===== config.mk =====
export PLATFORM = sky130hd
export DESIGN_NAME = cdb_arbiter_flat
export DESIGN_NICKNAME = d
export VERILOG_FILES = /design/src/rtl/cdb_arbiter_pkg.sv /design/src/rtl/cdb_arbiter_if.sv /design/src/rtl/cdb_arbiter_slot.sv /design/src/rtl/cdb_arbiter.sv /design/src/flat_wrapper.sv
export SDC_FILE = /design/constraint.sdc
export NUM_CORES = 1
export LEC_CHECK = 0
export CAP_MARGIN = 20
export CORE_AREA = 2 2 100 121
export DETAILED_ROUTE_END_ITERATION = 8
export DIE_AREA = 0 0 102 123
export GPL_TIMING_DRIVEN = 0
export PLACE_DENSITY = 0.77
export SETUP_SLACK_MARGIN = 0.4
export SLEW_MARGIN = 30
export SYNTH_ARGS = -nofsm -noshare
export SYNTH_HDL_FRONTEND = slang
export SYNTH_SLANG_ARGS = --single-unit

===== constraint.sdc =====
create_clock -name clk_i -period 5.5 [get_ports clk_i]
set_clock_uncertainty 0.15 [all_clocks]
set_input_delay 1.1 -clock clk_i [delete_from_list [all_inputs] [get_ports clk_i]]
set_output_delay 1.1 -clock clk_i [all_outputs]
set_load 0.05 [all_outputs]

===== src/rtl/cdb_arbiter_pkg.sv =====
// -----------------------------------------------------------------------------
// cdb_arbiter_pkg
// Shared widths and types for the common data bus (CDB) arbiter.
//   DATA_W_DEF / ROB_W_DEF : default result width and ROB tag width
//   cdb_entry_w()          : width of one packed {rob_id, value} CDB entry
//   rr_e                   : round-robin pointer, which source wins a tie
// -----------------------------------------------------------------------------
package cdb_arbiter_pkg;

    localparam int DATA_W_DEF = 32;
    localparam int ROB_W_DEF  = 4;

    typedef enum logic {
        RR_ALU_FIRST = 1'b0,
        RR_LSB_FIRST = 1'b1
    } rr_e;

    // A CDB entry is packed as {rob_id, value}.
    function automatic int cdb_entry_w(input int data_w, input int rob_w);
        return data_w + rob_w;
    endfunction

endpackage


===== src/rtl/cdb_arbiter_if.sv =====
// -----------------------------------------------------------------------------
// cdb_arbiter_if
// Bus bundle between the two result producers, the arbiter and the CDB
// consumers.
//   alu_valid/alu_val/alu_rob_id : ALU result offer      (producer -> arbiter)
//   alu_ready                    : ALU offer accepted    (arbiter -> producer)
//   lsb_valid/lsb_val/lsb_rob_id : load result offer     (producer -> arbiter)
//   lsb_ready                    : load offer accepted   (arbiter -> producer)
//   cdb_valid/cdb_val/cdb_rob_id : registered broadcast  (arbiter -> consumers)
// Modports: slave = arbiter side, master = producer/consumer side.
// -----------------------------------------------------------------------------
interface cdb_arbiter_if #(
    parameter int DATA_W = 32,
    parameter int ROB_W  = 4
) ();

    logic              alu_valid;
    logic [DATA_W-1:0] alu_val;
    logic [ROB_W-1:0]  alu_rob_id;
    logic              alu_ready;

    logic              lsb_valid;
    logic [DATA_W-1:0] lsb_val;
    logic [ROB_W-1:0]  lsb_rob_id;
    logic              lsb_ready;

    logic              cdb_valid;
    logic [DATA_W-1:0] cdb_val;
    logic [ROB_W-1:0]  cdb_rob_id;

    modport slave (
        input  alu_valid, alu_val, alu_rob_id,
        output alu_ready,
        input  lsb_valid, lsb_val, lsb_rob_id,
        output lsb_ready,
        output cdb_valid, cdb_val, cdb_rob_id
    );

    modport master (
        output alu_valid, alu_val, alu_rob_id,
        input  alu_ready,
        output lsb_valid, lsb_val, lsb_rob_id,
        input  lsb_ready,
        input  cdb_valid, cdb_val, cdb_rob_id
    );

endinterface


===== src/rtl/cdb_arbiter_slot.sv =====
// -----------------------------------------------------------------------------
// cdb_arbiter_slot
// One-entry holding register for a producer that lost CDB arbitration.
//   clk_i, rst_i : clock, synchronous active-high reset
//   en_i         : global enable; low freezes the slot
//   flush_i      : empty the slot (misprediction flush), highest priority
//   load_i       : capture d_i and mark the slot occupied
//   drain_i      : slot contents were broadcast; mark empty
//   d_i          : entry to capture
//   valid_o/q_o  : slot occupied flag and held entry
// Load beats drain so a slot that is broadcast and refilled in the same cycle
// ends up holding the new entry.
// -----------------------------------------------------------------------------
module cdb_arbiter_slot #(
    parameter int W = 36
) (
    input  logic         clk_i,
    input  logic         rst_i,
    input  logic         en_i,
    input  logic         flush_i,
    input  logic         load_i,
    input  logic         drain_i,
    input  logic [W-1:0] d_i,
    output logic         valid_o,
    output logic [W-1:0] q_o
);

    logic         valid_q, valid_d;
    logic [W-1:0] data_q,  data_d;

    always_comb begin
        valid_d = valid_q;
        data_d  = data_q;
        if (flush_i) begin
            valid_d = 1'b0;
        end else if (load_i) begin
            valid_d = 1'b1;
            data_d  = d_i;
        end else if (drain_i) begin
            valid_d = 1'b0;
        end
    end

    always_ff @(posedge clk_i) begin
        if (rst_i) begin
            valid_q <= 1'b0;
            data_q  <= '0;
        end else if (en_i) begin
            valid_q <= valid_d;
            data_q  <= data_d;
        end
    end

    assign valid_o = valid_q;
    assign q_o     = data_q;

endmodule


===== src/rtl/cdb_arbiter.sv =====
// -----------------------------------------------------------------------------
// cdb_arbiter
// Shares the common data bus between the ALU and the load/store buffer.
// Each source owns a one-entry holding slot so a loser is kept, not dropped;
// a round-robin pointer breaks ties and flips after every contested grant.
// The winner appears on the CDB one cycle later (registered outputs).
//   clk_i       : clock
//   rst_i       : synchronous active-high reset (dominates rdy_i/is_clear_i)
//   rdy_i       : global enable; low freezes all state and drops both readies
//   is_clear_i  : misprediction flush; empties slots, kills the next broadcast
//   bus         : producer offers, ready handshakes and CDB broadcast
// -----------------------------------------------------------------------------
module cdb_arbiter
    import cdb_arbiter_pkg::*;
#(
    parameter int DATA_W = DATA_W_DEF,
    parameter int ROB_W  = ROB_W_DEF
) (
    input  logic          clk_i,
    input  logic          rst_i,
    input  logic          rdy_i,
    input  logic          is_clear_i,
    cdb_arbiter_if.slave  bus
);

    localparam int ENTRY_W = cdb_entry_w(DATA_W, ROB_W);

    logic               accept_en;
    logic [ENTRY_W-1:0] alu_in, lsb_in;
    logic               slot_alu_v, slot_lsb_v;
    logic [ENTRY_W-1:0] slot_alu_q, slot_lsb_q;

    logic               cand_alu, cand_lsb;
    logic [ENTRY_W-1:0] cand_alu_entry, cand_lsb_entry;
    logic               grant_alu, grant_lsb;
    logic               alu_ready, lsb_ready;
    logic               alu_accept, lsb_accept;

    rr_e                rr_q, rr_d;
    logic               cdb_valid_q, cdb_valid_d;
    logic [ENTRY_W-1:0] cdb_entry_q, cdb_entry_d;

    // Arbitration and acceptance only happen in a live, non-flush cycle.
    assign accept_en = rdy_i & ~rst_i & ~is_clear_i;

    assign alu_in = {bus.alu_rob_id, bus.alu_val};
    assign lsb_in = {bus.lsb_rob_id, bus.lsb_val};

    // A held loser always goes ahead of a fresh offer from the same source.
    assign cand_alu       = slot_alu_v | bus.alu_valid;
    assign cand_lsb       = slot_lsb_v | bus.lsb_valid;
    assign cand_alu_entry = slot_alu_v ? slot_alu_q : alu_in;
    assign cand_lsb_entry = slot_lsb_v ? slot_lsb_q : lsb_in;

    assign grant_alu = accept_en & cand_alu & (~cand_lsb | (rr_q == RR_ALU_FIRST));
    assign grant_lsb = accept_en & cand_lsb & (~cand_alu | (rr_q == RR_LSB_FIRST));

    // Ready looks only at slot occupancy and the grant (which uses valids),
    // never at the requester's own data.
    assign alu_ready = accept_en & (~slot_alu_v | grant_alu);
    assign lsb_ready = accept_en & (~slot_lsb_v | grant_lsb);

    assign alu_accept = bus.alu_valid & alu_ready;
    assign lsb_accept = bus.lsb_valid & lsb_ready;

    assign bus.alu_ready = alu_ready;
    assign bus.lsb_ready = lsb_ready;

    // An accepted offer is parked unless it went straight onto the bus.
    cdb_arbiter_slot #(.W(ENTRY_W)) u_slot_alu (
        .clk_i   (clk_i),
        .rst_i   (rst_i),
        .en_i    (rdy_i),
        .flush_i (is_clear_i),
        .load_i  (alu_accept & ~(grant_alu & ~slot_alu_v)),
        .drain_i (grant_alu & slot_alu_v),
        .d_i     (alu_in),
        .valid_o (slot_alu_v),
        .q_o     (slot_alu_q)
    );

    cdb_arbiter_slot #(.W(ENTRY_W)) u_slot_lsb (
        .clk_i   (clk_i),
        .rst_i   (rst_i),
        .en_i    (rdy_i),
        .flush_i (is_clear_i),
        .load_i  (lsb_accept & ~(grant_lsb & ~slot_lsb_v)),
        .drain_i (grant_lsb & slot_lsb_v),
        .d_i     (lsb_in),
        .valid_o (slot_lsb_v),
        .q_o     (slot_lsb_q)
    );

    // Round-robin pointer: moves only when both sources competed and one won.
    always_ff @(posedge clk_i) begin
        if (rst_i) begin
            rr_q <= RR_ALU_FIRST;
        end else if (rdy_i) begin
            rr_q <= rr_d;
        end
    end

    always_comb begin
        rr_d = rr_q;
        if ((grant_alu | grant_lsb) & cand_alu & cand_lsb) begin
            rr_d = (rr_q == RR_ALU_FIRST) ? RR_LSB_FIRST : RR_ALU_FIRST;
        end
    end

    // Broadcast register; data holds its last value when nothing is granted.
    always_comb begin
        cdb_valid_d = grant_alu | grant_lsb;
        cdb_entry_d = cdb_entry_q;
        if (grant_alu) begin
            cdb_entry_d = cand_alu_entry;
        end else if (grant_lsb) begin
            cdb_entry_d = cand_lsb_entry;
        end
    end

    always_ff @(posedge clk_i) begin
        if (rst_i) begin
            cdb_valid_q <= 1'b0;
            cdb_entry_q <= '0;
        end else if (rdy_i) begin
            cdb_valid_q <= cdb_valid_d;
            cdb_entry_q <= cdb_entry_d;
        end
    end

    assign bus.cdb_valid  = cdb_valid_q;
    assign bus.cdb_val    = cdb_entry_q[DATA_W-1:0];
    assign bus.cdb_rob_id = cdb_entry_q[ENTRY_W-1:DATA_W];

endmodule


===== src/flat_wrapper.sv =====
// flat-port wrapper written by rule: the top's interface ports become plain ports
module cdb_arbiter_flat import cdb_arbiter_pkg::*;
#(
    parameter int DATA_W = DATA_W_DEF,
    parameter int ROB_W  = ROB_W_DEF
)
  (clk_i, rst_i, rdy_i, is_clear_i, bus_alu_valid, bus_alu_val, bus_alu_rob_id, bus_alu_ready, bus_lsb_valid, bus_lsb_val, bus_lsb_rob_id, bus_lsb_ready, bus_cdb_valid, bus_cdb_val, bus_cdb_rob_id);
  cdb_arbiter_if #(.DATA_W(DATA_W), .ROB_W(ROB_W)) bus_i ();
  input  logic clk_i;
  input  logic rst_i;
  input  logic rdy_i;
  input  logic is_clear_i;
  input wire logic [$bits(bus_i.alu_valid)-1:0] bus_alu_valid;
  input wire logic [$bits(bus_i.alu_val)-1:0] bus_alu_val;
  input wire logic [$bits(bus_i.alu_rob_id)-1:0] bus_alu_rob_id;
  output wire logic [$bits(bus_i.alu_ready)-1:0] bus_alu_ready;
  input wire logic [$bits(bus_i.lsb_valid)-1:0] bus_lsb_valid;
  input wire logic [$bits(bus_i.lsb_val)-1:0] bus_lsb_val;
  input wire logic [$bits(bus_i.lsb_rob_id)-1:0] bus_lsb_rob_id;
  output wire logic [$bits(bus_i.lsb_ready)-1:0] bus_lsb_ready;
  output wire logic [$bits(bus_i.cdb_valid)-1:0] bus_cdb_valid;
  output wire logic [$bits(bus_i.cdb_val)-1:0] bus_cdb_val;
  output wire logic [$bits(bus_i.cdb_rob_id)-1:0] bus_cdb_rob_id;
  assign bus_i.alu_valid = bus_alu_valid;
  assign bus_i.alu_val = bus_alu_val;
  assign bus_i.alu_rob_id = bus_alu_rob_id;
  assign bus_alu_ready = bus_i.alu_ready;
  assign bus_i.lsb_valid = bus_lsb_valid;
  assign bus_i.lsb_val = bus_lsb_val;
  assign bus_i.lsb_rob_id = bus_lsb_rob_id;
  assign bus_lsb_ready = bus_i.lsb_ready;
  assign bus_cdb_valid = bus_i.cdb_valid;
  assign bus_cdb_val = bus_i.cdb_val;
  assign bus_cdb_rob_id = bus_i.cdb_rob_id;
  cdb_arbiter #(.DATA_W(DATA_W), .ROB_W(ROB_W)) u_core (.clk_i(clk_i), .rst_i(rst_i), .rdy_i(rdy_i), .is_clear_i(is_clear_i), .bus(bus_i));
endmodule

==> metrics <==
total length of routed met2 wires=7.49 mm; main combinational cell family by area after synthesis=multiplexers; share of cells above drive strength 1=15.0%; Final Hold Fails=0; Post-Synthesis Cells=550; post-cts sizing count=0; worst-path cell chain=clkdlybuf4s50_1 > or3b_1 > buf_2 > a21oi_1 > clkdlybuf4s50_1; critical path startpoint=rdy_i; Setup CP Type=input pin to primary output; crit path to=bus_alu_ready; top cell type's share of synthesized area=40.3%; most frequent cells in the layout=116 x clkdlybuf4s50_1, 112 x dfxtp_1, 72 x nor2b_1, 60 x mux2_4, 40 x nor2_1; R2R setup slack=3.16 ns; Final Cycle Share=82.4%; dominant cell type by area after synthesis=dfxtp_1; post-cts hold buffer count=0; CP Launch Type=input pin; post-synthesis compound-gate area fraction=11.1%; CTS root buf=clkbuf_16; Max VDD drop=0.149 mV; Port Buffers=116; die height=123 um; Total GRT Usage=24.6%; most used cell, CP=clkdlybuf4s50_1; leakage=2.90 nW; First-pass DRT Iterations=6; post-CTS setup buffer count=0; Critical Path RT=4.25 ns; Switching Share=26.0%; mux share of post-synthesis cell area=25.1%; wire length on met3=820 um; Final ANT Viol Nets=0; initial antenna violation count=0; Seq pwr share=45.6%; CTS tree=yes; area of the multi-input gates=3070 um^2; Max-Cap Viols=0; n_diodes=0; Max Slew Vio Count=0; grt ovf=0; first-pass GRT wire length=24.0 mm; NumNets Final=755; Data arrival, critical path=3.28 ns; peak fanout along the critical path=8; Core Region=11,400 um^2; worst hold-check slack=0.345 ns; commonest non-fill, non-tap cell in the layout=clkdlybuf4s50_1; clk sink count=112; Die W=102 um; CTS clock-pin slew for the worst setup and hold paths=0.07 ns; fin crit period=4.53 ns; vias in the first global route=4,817; WL final=15.2 mm; largest net degree at the start of global routing=18; drt via density=5.51; FF-to-FF Start=u_core.u_slot_lsb.valid_o$_SDFFE_PP0P_; # IOs=117; clock power share=37.9%; CTS Buffer Depth=2; status=finished, final reports clean; Combinational Power Share=16.5%; Hold Crit Class=register to register; xor and xnor area share after synthesis=0.473%; FF-to-FF End=u_core.cdb_entry_q[18]$_SDFFE_PP0P_; Clock Latency Late Sink=0.35 ns; synth unique cells=24; PD cells=259 nW/um^2; CTS Buf Count=9; RSZ-0062 raised after global routing=no; Mapped Area=5560 um^2; Synth Area in Simple Gates=18.5%; switching pwr=0.488 mW; vias=4,622; post-DP HPWL=10.7 mm; # setup viols final=0; M1 WL=6.65 mm; CTS H-tree depth=3; GPL Wtd Cong=0.843; final core utilization=63.5%; slew at the pin closest to its max-slew limit=0.841 ns; CP peak stage delay=0.85 ns; syn nets=628; FF+latch count, synth=112; YS warnings=0; Register Area=2240 um^2; DRC viols=0; Area Overhead vs Synth=30.2%; setup tns final=0 ns; die area=12,500 um^2; row count=43; Area contributors post-synth=dfxtp_1 40%, mux2_4 16%, nor2b_1 8.1%; R2R cell count=5; Slew HR=43.9%; Mapped Avg Cell Area=10.1 um^2; slowest stage cell, crit path=clkdlybuf4s50_1; top layer in use=met4; f_max=221 MHz; drt wl/cell=18.1 um; DRT iter0 DRCs=275; Synth Area in Adders=0%; Pint=1.39 mW; post-synthesis sequential area ratio=40.3%; Initial Utilization=48.7%; element type at the critical path end=primary output; # fillers=979
==> Yosys cell counts <==
master and n:
dfxtp_1 112, nor2b_1 72, mux2_4 60, nor2_1 40, nand2b_1 39, o21ai_0 38
a222oi_1 36, mux2i_1 36, nand2_1 36, clkbuf_1 34, mux2_2 12, buf_6 8
a21oi_1 5, buf_2 4, a21o_1 3, or3b_1 3, xnor2_1 3, buf_1 2
nand3_1 2, inv_1 1, nor3_1 1, nor3_2 1, o21a_1 1, o21ba_2 1
==> flip-flops by register name, indices dropped and copies added, names as in the netlist <==
| register | count |
|---|---|
| u_core.cdb_entry_q | 36 |
| u_core.u_slot_alu.q_o | 36 |
| u_core.u_slot_lsb.q_o | 36 |
| u_core.bus.cdb_valid | 1 |
| u_core.rr_q | 1 |
| u_core.u_slot_alu.valid_o | 1 |
| u_core.u_slot_lsb.valid_o | 1 |
==> cells by family (layout without fill, tap and decap cells) <==
family / Yosys count / count (layout)
simple gates: 194 / 194
flops: 112 / 112
mux: 108 / 108
compound gates: 84 / 84
buf+inv: 49 / 181
xor+xnor: 3 / 3
==> power groups by stage <==
stage	sequential, mW	clock [mW]	combinational (mW)
2_1_floorplan	0.942	0	0.100
3_3_place_gp	0.872	0	0.302
3_5_place_dp	0.873	0	0.308
4_1_cts	0.854	0.715	0.310
5_1_grt	0.857	0.741	0.328
6_report	0.854	0.711	0.310
==> worst max-delay path, delay by kind of cell <==
| family | cells | cell delay (ns) |
|---|---|---|
| simple gates | 1 | 0.36 |
| compound gates | 1 | 0.20 |
| buf+inv | 3 | 1.60 |
==> layout make-up <==
cell class / instances / share of cell area, %
buffer: 48 / 3.39
sequential: 112 / 31.0
inverter: 1 / 0.0518
multi-input combinational: 389 / 42.4
clock inverter: 6 / 1.14
clock buffer: 10 / 3.30
tap: 157 / 2.71
timing repair buffer: 116 / 16.0
==> metrics by stage <==
stage               setup slack (ns)  instances  power (mW)  area [um^2]
floorplan                       1.87        550        1.04         5560
global placement                1.04        823        1.17         6920
CTS                             1.01        839        1.88         7240
global route                   0.892        839        1.93         7240
detailed placement              1.02        823        1.18         6920
finish                         0.968        839        1.88         7240
==> worst min path at each step <==
stage / from / end / slack [ns] / cells after the start
finish: u_core.bus.cdb_valid$_SDFFE_PP0P_ / u_core.bus.cdb_valid$_SDFFE_PP0P_ / 0.35 / 2
detailed placement: u_core.bus.cdb_valid$_SDFFE_PP0P_ / u_core.bus.cdb_valid$_SDFFE_PP0P_ / 0.34 / 2
global placement: u_core.bus.cdb_valid$_SDFFE_PP0P_ / u_core.bus.cdb_valid$_SDFFE_PP0P_ / 0.31 / 2
floorplan: u_core.rr_q$_SDFFE_PP0P_ / u_core.rr_q$_SDFFE_PP0P_ / 0.35 / 2
global route: u_core.bus.cdb_valid$_SDFFE_PP0P_ / u_core.bus.cdb_valid$_SDFFE_PP0P_ / 0.36 / 2
CTS: u_core.bus.cdb_valid$_SDFFE_PP0P_ / u_core.bus.cdb_valid$_SDFFE_PP0P_ / 0.35 / 2
==> per-layer routing <==
| metal | track usage (%) | up-vias |
|---|---|---|
| li1 | - | 2182 |
| met1 | 30.1 | 2264 |
| met2 | 42.8 | 154 |
| met3 | 4.97 | 22 |
| met4 | 8.33 | 0 |
| met5 | 0 | - |
No activity file was read; power rests on OpenSTA's default activity.
